<file path="config.mk">
export PLATFORM = sky130hd
export DESIGN_NAME = zynq_axi3_burst_master
export DESIGN_NICKNAME = d
export VERILOG_FILES = /design/src/rtl/zynq_axi3_burst_master.sv
export SDC_FILE = /design/constraint.sdc
export NUM_CORES = 1
export LEC_CHECK = 0
export BUFFER_PORTS_ARGS = -buffer_cell sky130_fd_sc_hd__buf_2
export CORE_AREA = 2 2 180 182
export CTS_BUF_LIST = sky130_fd_sc_hd__clkbuf_16
export DETAILED_ROUTE_END_ITERATION = 7
export DIE_AREA = 0 0 182 184
export SLEW_MARGIN = 20
export SYNTH_ARGS = -nofsm -noshare
export SYNTH_HDL_FRONTEND = slang
export SYNTH_SLANG_ARGS = --single-unit
</file>
<file path="constraint.sdc">
create_clock -name clk_i -period 2.15 [get_ports clk_i]
set_input_delay 0.1075 -clock clk_i [delete_from_list [all_inputs] [get_ports clk_i]]
set_output_delay 0.1075 -clock clk_i [all_outputs]
set_load 0.05 [all_outputs]
</file>
<file path="src/rtl/zynq_axi3_burst_master.sv">
// zynq_axi3_burst_master
//   Single-outstanding AXI3 burst initiator. One command (direction, byte
//   address, beats-1) becomes one INCR burst on m_axi_*. Write beats stream in
//   on wdata_*; read beats stream out on rdata_*. A one-cycle done pulse with
//   an error flag closes every transaction.
//
// Ports
//   clk_i, reset_i           clock, asynchronous active-high reset
//   cmd_*                    command request (write, addr, len = beats-1)
//   wdata_*                  write beat stream into the burst
//   rdata_*                  read beat stream out of the burst
//   done_v_o, done_err_o     completion pulse and error status
//   dbg_state_o              current FSM state (IDLE=0 AW=1 W=2 B=3 AR=4 R=5 DONE=6)
//   m_axi_aw*/w*/b*/ar*/r*   AXI3 master channels
//
// Handshake rule for every valid/ready pair in this block: a transfer happens
// on a rising clock edge where valid and ready are both high; once valid is
// raised, the payload stays stable until that transfer.
module zynq_axi3_burst_master #(
   parameter int addr_width_p = 32,
   parameter int data_width_p = 64,
   parameter int id_width_p   = 6,
   parameter int len_width_p  = 4,
   parameter int axi_id_p     = 0
) (
   input  logic                      clk_i,
   input  logic                      reset_i,

   input  logic                      cmd_v_i,
   output logic                      cmd_ready_o,
   input  logic                      cmd_write_i,
   input  logic [addr_width_p-1:0]   cmd_addr_i,
   input  logic [len_width_p-1:0]    cmd_len_i,

   input  logic [data_width_p-1:0]   wdata_i,
   input  logic                      wdata_v_i,
   output logic                      wdata_ready_o,

   output logic [data_width_p-1:0]   rdata_o,
   output logic                      rdata_v_o,
   output logic                      rdata_last_o,
   input  logic                      rdata_ready_i,

   output logic                      done_v_o,
   output logic                      done_err_o,
   output logic [2:0]                dbg_state_o,

   output logic [addr_width_p-1:0]   m_axi_awaddr,
   output logic                      m_axi_awvalid,
   input  logic                      m_axi_awready,
   output logic [id_width_p-1:0]     m_axi_awid,
   output logic [len_width_p-1:0]    m_axi_awlen,
   output logic [2:0]                m_axi_awsize,
   output logic [1:0]                m_axi_awburst,
   output logic [1:0]                m_axi_awlock,
   output logic [3:0]                m_axi_awcache,
   output logic [2:0]                m_axi_awprot,
   output logic [3:0]                m_axi_awqos,

   output logic [data_width_p-1:0]   m_axi_wdata,
   output logic                      m_axi_wvalid,
   input  logic                      m_axi_wready,
   output logic [id_width_p-1:0]     m_axi_wid,
   output logic                      m_axi_wlast,
   output logic [data_width_p/8-1:0] m_axi_wstrb,

   input  logic                      m_axi_bvalid,
   output logic                      m_axi_bready,
   input  logic [id_width_p-1:0]     m_axi_bid,
   input  logic [1:0]                m_axi_bresp,

   output logic [addr_width_p-1:0]   m_axi_araddr,
   output logic                      m_axi_arvalid,
   input  logic                      m_axi_arready,
   output logic [id_width_p-1:0]     m_axi_arid,
   output logic [len_width_p-1:0]    m_axi_arlen,
   output logic [2:0]                m_axi_arsize,
   output logic [1:0]                m_axi_arburst,
   output logic [1:0]                m_axi_arlock,
   output logic [3:0]                m_axi_arcache,
   output logic [2:0]                m_axi_arprot,
   output logic [3:0]                m_axi_arqos,

   input  logic [data_width_p-1:0]   m_axi_rdata,
   input  logic                      m_axi_rvalid,
   output logic                      m_axi_rready,
   input  logic [id_width_p-1:0]     m_axi_rid,
   input  logic                      m_axi_rlast,
   input  logic [1:0]                m_axi_rresp
);

   localparam int STRB_W_LP = data_width_p / 8;
   localparam int SIZE_LP   = $clog2(STRB_W_LP);
   localparam logic [id_width_p-1:0] ID_LP = id_width_p'(axi_id_p);

   typedef enum logic [2:0] {
      ST_IDLE = 3'd0,
      ST_AW   = 3'd1,
      ST_W    = 3'd2,
      ST_B    = 3'd3,
      ST_AR   = 3'd4,
      ST_R    = 3'd5,
      ST_DONE = 3'd6
   } state_t;

   state_t                    r_state;
   state_t                    w_state_nxt;
   logic [addr_width_p-1:0]   r_addr;
   logic [len_width_p-1:0]    r_len;
   logic [len_width_p-1:0]    r_cnt;
   logic                      r_err;

   logic                      w_cmd_hs;
   logic                      w_w_hs;
   logic                      w_r_hs;
   logic                      w_last_beat;
   logic [addr_width_p-1:0]   w_cmd_addr_aligned;
   logic [23:0]               w_burst_end;
   logic                      w_cross_4k;
   logic                      w_unused;

   // Byte lanes below the bus width are dropped: every beat is a full beat.
   assign w_cmd_addr_aligned = cmd_addr_i & ~addr_width_p'(STRB_W_LP - 1);

   // One past the last byte of the burst, relative to the 4 KB page start.
   assign w_burst_end = 24'(w_cmd_addr_aligned[11:0])
                      + ((24'(cmd_len_i) + 24'd1) << SIZE_LP);
   assign w_cross_4k  = (w_burst_end > 24'd4096);

   // cmd_ready_o is also masked by reset so no ready is seen while reset is held.
   assign cmd_ready_o = (r_state == ST_IDLE) & ~reset_i;
   assign w_cmd_hs    = cmd_v_i & cmd_ready_o;
   assign w_last_beat = (r_cnt == r_len);
   assign w_w_hs      = (r_state == ST_W) & wdata_v_i & m_axi_wready;
   assign w_r_hs      = (r_state == ST_R) & m_axi_rvalid & rdata_ready_i;

   // Write-address channel
   assign m_axi_awaddr  = r_addr;
   assign m_axi_awvalid = (r_state == ST_AW);
   assign m_axi_awid    = ID_LP;
   assign m_axi_awlen   = r_len;
   assign m_axi_awsize  = 3'(SIZE_LP);
   assign m_axi_awburst = 2'b01;
   assign m_axi_awlock  = 2'b00;
   assign m_axi_awcache = 4'b0011;
   assign m_axi_awprot  = 3'b000;
   assign m_axi_awqos   = 4'b0000;

   // Write-data channel: the beat stream is passed straight through while in W.
   assign m_axi_wdata   = wdata_i;
   assign m_axi_wvalid  = (r_state == ST_W) & wdata_v_i;
   assign wdata_ready_o = (r_state == ST_W) & m_axi_wready;
   assign m_axi_wid     = ID_LP;
   assign m_axi_wlast   = (r_state == ST_W) & w_last_beat;
   assign m_axi_wstrb   = '1;

   // Write-response channel
   assign m_axi_bready  = (r_state == ST_B);

   // Read-address channel
   assign m_axi_araddr  = r_addr;
   assign m_axi_arvalid = (r_state == ST_AR);
   assign m_axi_arid    = ID_LP;
   assign m_axi_arlen   = r_len;
   assign m_axi_arsize  = 3'(SIZE_LP);
   assign m_axi_arburst = 2'b01;
   assign m_axi_arlock  = 2'b00;
   assign m_axi_arcache = 4'b0011;
   assign m_axi_arprot  = 3'b000;
   assign m_axi_arqos   = 4'b0000;

   // Read-data channel: rdata_last_o follows our own beat count, not rlast.
   assign rdata_o       = m_axi_rdata;
   assign rdata_v_o     = (r_state == ST_R) & m_axi_rvalid;
   assign m_axi_rready  = (r_state == ST_R) & rdata_ready_i;
   assign rdata_last_o  = (r_state == ST_R) & w_last_beat;

   assign done_v_o      = (r_state == ST_DONE);
   assign done_err_o    = (r_state == ST_DONE) & r_err;
   assign dbg_state_o   = r_state;

   // IDs and the low response bit carry no information for a single-ID master.
   assign w_unused = ^{m_axi_bid, m_axi_rid, m_axi_bresp[0], m_axi_rresp[0]};

   always_ff @(posedge clk_i or posedge reset_i) begin
      if (reset_i) r_state <= ST_IDLE;
      else         r_state <= w_state_nxt;
   end

   always_comb begin
      w_state_nxt = r_state;
      case (r_state)
         ST_IDLE: if (w_cmd_hs)                   w_state_nxt = cmd_write_i ? ST_AW : ST_AR;
         ST_AW:   if (m_axi_awready)              w_state_nxt = ST_W;
         ST_W:    if (w_w_hs && w_last_beat)      w_state_nxt = ST_B;
         ST_B:    if (m_axi_bvalid)               w_state_nxt = ST_DONE;
         ST_AR:   if (m_axi_arready)              w_state_nxt = ST_R;
         // The burst ends on our count; a misplaced rlast only raises the error.
         ST_R:    if (w_r_hs && w_last_beat)      w_state_nxt = ST_DONE;
         ST_DONE:                                 w_state_nxt = ST_IDLE;
         default:                                 w_state_nxt = ST_IDLE;
      endcase
   end

   always_ff @(posedge clk_i or posedge reset_i) begin
      if (reset_i) begin
         r_addr <= '0;
         r_len  <= '0;
         r_cnt  <= '0;
         r_err  <= 1'b0;
      end else begin
         if (w_cmd_hs) begin
            r_addr <= w_cmd_addr_aligned;
            r_len  <= cmd_len_i;
            r_cnt  <= '0;
            r_err  <= 1'b0;
         end
         if (w_w_hs) r_cnt <= r_cnt + len_width_p'(1);
         if ((r_state == ST_B) && m_axi_bvalid) r_err <= r_err | m_axi_bresp[1];
         if (w_r_hs) begin
            r_cnt <= r_cnt + len_width_p'(1);
            r_err <= r_err | m_axi_rresp[1] | (m_axi_rlast != w_last_beat);
         end
      end
   end

   // Bursts are never split, so a page-crossing command is a caller bug.
   a_no_4k_cross: assert property (@(posedge clk_i) disable iff (reset_i)
      w_cmd_hs |-> !w_cross_4k);

endmodule
</file>
==> run_results.csv <==
group,metric,value,unit
clock_tree,clock_network_latency_to_the_later_pin_of_the_worst_skew_pair,310,ps
clock_tree,post-cts-setup-buffer-count,0,
floorplan,io-pin-count,469,
synthesis,yosysWarningCount,0,
route,wl_met3,2.052,mm
route,via_count_of_the_routed_design,2120,
synthesis,netlist_area_before_placement,0.003628,mm²
finish,multi_input_comb_area,0.001092,mm²
route,iter_0_drt_violations,24,
finish,fin_area,0.003656,mm²
route,finalWirelength,11.18,mm
route,route.layer.met1.wl,3.011,mm
sta,timing.clock.skew,6.980,ps
sta,finalWorstSetupSlack,247.5,ps
global_routing,grt.total_usage,6.504,%
finish,finalCoreUtilization,11.65,%
sta,finalCritPeriodShare,88.49,%
synthesis,synthDistinctLibCells,37,
worst_setup_path,worstSetupEndpointType,"output pin",
floorplan,die-area,0.03349,mm²
clock_tree,h_tree_depth,2,
clock_tree,clk_pin_slew_worst_paths,60,ps
synthesis,synth-seq-area-share,28.28,%
synthesis,synth_edf_count,0,
global_routing,number_of_global_route_vias_before_repair,1990,
worst_setup_path,regToRegSetupSlack,360,ps
sta,finalMaxSlewViolations,0,
global_routing,antenna_found_initial,1,
finish,nFillCells,3624,
finish,storage_cell_area,0.001026,mm²
place,dpl-instance-area,0.003329,mm²
worst_setup_path,critical_path_peak_fanout,20,
finish,final_cell_mix,"127 x buf_2, 68 x conb_1, 41 x dfrtp_1, 34 x mux2_2, 18 x dlygate4sd3_1",
min_path,hold_path_class,"in -> reg",
worst_setup_path,critical_path_arrival,1800,ps
synthesis,synth_top_flop_cell,"dfrtp_1",
global_routing,grt_start_max_net_pins,25,
route,route.detailed.wl_per_inst,14.44,µm
place,numPortBuffers,127,
finish,synthToLayoutAreaGrowth,0.7587,%
route,detailroute.wirelength.met2,5.181,mm
pwr,leakage,1.737,nW
floorplan,placementRows,65,
clock_tree,post_cts.resized_instances,0,
pwr,max-vdd-ir-drop,0.001073,V
clock_tree,cts_hold_repair.buffers,18,
finish,drive_gt1_share,49.87,%
worst_setup_path,kind_of_launch_point_of_the_worst_setup_path,"flip-flop",
floorplan,die_w,182,µm
route,post_route_drc_violation_count,0,
worst_setup_path,worst-endpoint-required,2040,ps
finish,nets,563,
worst_setup_path,setup.worst_path.class,"reg -> out",
route,vias_per_cell,2.739,
clock_tree,cts.path.max_buffers,2,
clock_tree,tritoncts,"built",
route,detail_route.first_pass.iterations,4,
sta,rsz_0062_raised_after_global_routing,"false",
place,gp_congestion,0.7263,
run,max-cap-violations,0,
sta,finalSetupViolations,0,
run_status,status,"finished clean",
clock_tree,root_buffer_cell,"clkbuf_16",
synthesis,postSynthCellCount,382,
sta,period_minus_slack,1903,ps
route,antenna_left,0,
place,pre_cts_ws,394.4,ps
pwr,power_density,1858,mW/mm²
clock_tree,numCtsBuffers,5,
clock_tree,clock_sinks,41,
sta,finalHoldViolations,0,
sta,timing.setup.tns,0,ps
global_routing,gr-total-overflow,0,
synthesis,asyncSetResetFlopFracSynth,100.0,%
sta,max_slew.worst_pin.slew,630.4,ps
floorplan,floorplan.die.height,184,µm
global_routing,grt_first_pass_wirelength,14.46,mm
synthesis,ys_seq_elements,41,
sta,max_slew_margin,57.97,%
finish,final_common_cell,"buf_2",
sta,max_freq,525.6,MHz
floorplan,core_area,0.03139,mm²
place,post-dp-hpwl,9.249,mm
floorplan,initial_utilization,11.56,%
synthesis,synth_area_per_cell,9.499,µm²
route,topRoutingLayerUsed,"met4",
-- stage by stage --
stage                     hold slack (ps)  instances  power (mW)
after global routing                2.179        774       7.137
after CTS                         0.09376        773       6.923
after floorplan                     254.4        448       6.197
final                               28.09        774       6.792
after detailed placement            207.5        747       6.030
after global placement              196.6        747       5.992
-- flip-flops by register name (all words and copies together) (netlist names) --
signal        count
m_axi_araddr     29
m_axi_arlen       4
r_cnt             4
dbg_state_o       3
r_err             1
-- where the power goes --
part / switching (mW) / internal (mW)
Combinational: 3.44 / 1.02
Sequential: 0.397 / 1.15
Clock: 0.363 / 0.427
Total: 4.20 / 2.59
-- cell families after synthesis --
| logic type | after synthesis | share of synthesized area (%) |
|---|---|---|
| muxes | 34 | 10.55 |
| DFF | 41 | 28.28 |
| adders and majority gates | 1 | 0.3448 |
| AOI/OAI and AO/OA | 18 | 3.035 |
| xor gates and xnor gates | 4 | 0.9654 |
| other | 2 | 0.2070 |
| buffers and inverters | 240 | 49.48 |
| and+or+nand+nor | 42 | 7.138 |
-- synthesized netlist by cell type, drive strengths merged, types with 2 or more instances --
master	instances	area share, %
nand4	2	0.34
nor2b	5	0.93
nand2	3	0.38
nor2	8	0.83
and3	4	0.69
nand2b	2	0.55
xnor2	4	0.97
inv	4	0.41
buf	235	49
nand3	5	0.69
mux2	34	11
a21oi	5	0.69
conb	2	0.21
and2	3	0.52
o21ai	8	1.1
dfrtp	41	28
nor3	4	0.69
-- metal layers --
metal / GRT usage (%) / up-vias
met5: 0 / -
li1: - / 912
met2: 10.38 / 207
met4: 6.613 / 0
met1: 4.735 / 940
met3: 5.190 / 61
-- path summary, 6_finish.rpt --
path	from	endpoint	cells after the start
min in group asynchronous	reset_i	r_err$_DFFE_PP0P_	3
worst min-delay path	cmd_addr_i[21]	m_axi_araddr[21]$_DFFE_PP0P_	2
worst max register to register	dbg_state_o[1]$_DFFE_PP0P_	r_cnt[0]$_DFFE_PP0P_	4
worst min register to register	m_axi_araddr[20]$_DFFE_PP0P_	m_axi_araddr[20]$_DFFE_PP0P_	1
worst max-delay path	dbg_state_o[1]$_DFFE_PP0P_	rdata_v_o	3
max in group asynchronous	reset_i	m_axi_araddr[28]$_DFFE_PP0P_	4
-- worst max-delay path, cell delays in order (launching register included) --
cell,delay [ps]
dfrtp_1,610
nor2b_2,350
and3_1,230
buf_2,280
-- area by class of cell --
type                       instances  area share, %
clock buffer                       5          3.422
tap                              402          13.76
clock inverter                     3         0.5133
antenna                            1        0.06845
timing repair buffer             151          23.89
multi-input combinational        167          29.88
sequential                        41          28.06
inverter                           4         0.4107
No activity file was read; power rests on OpenSTA's default activity.
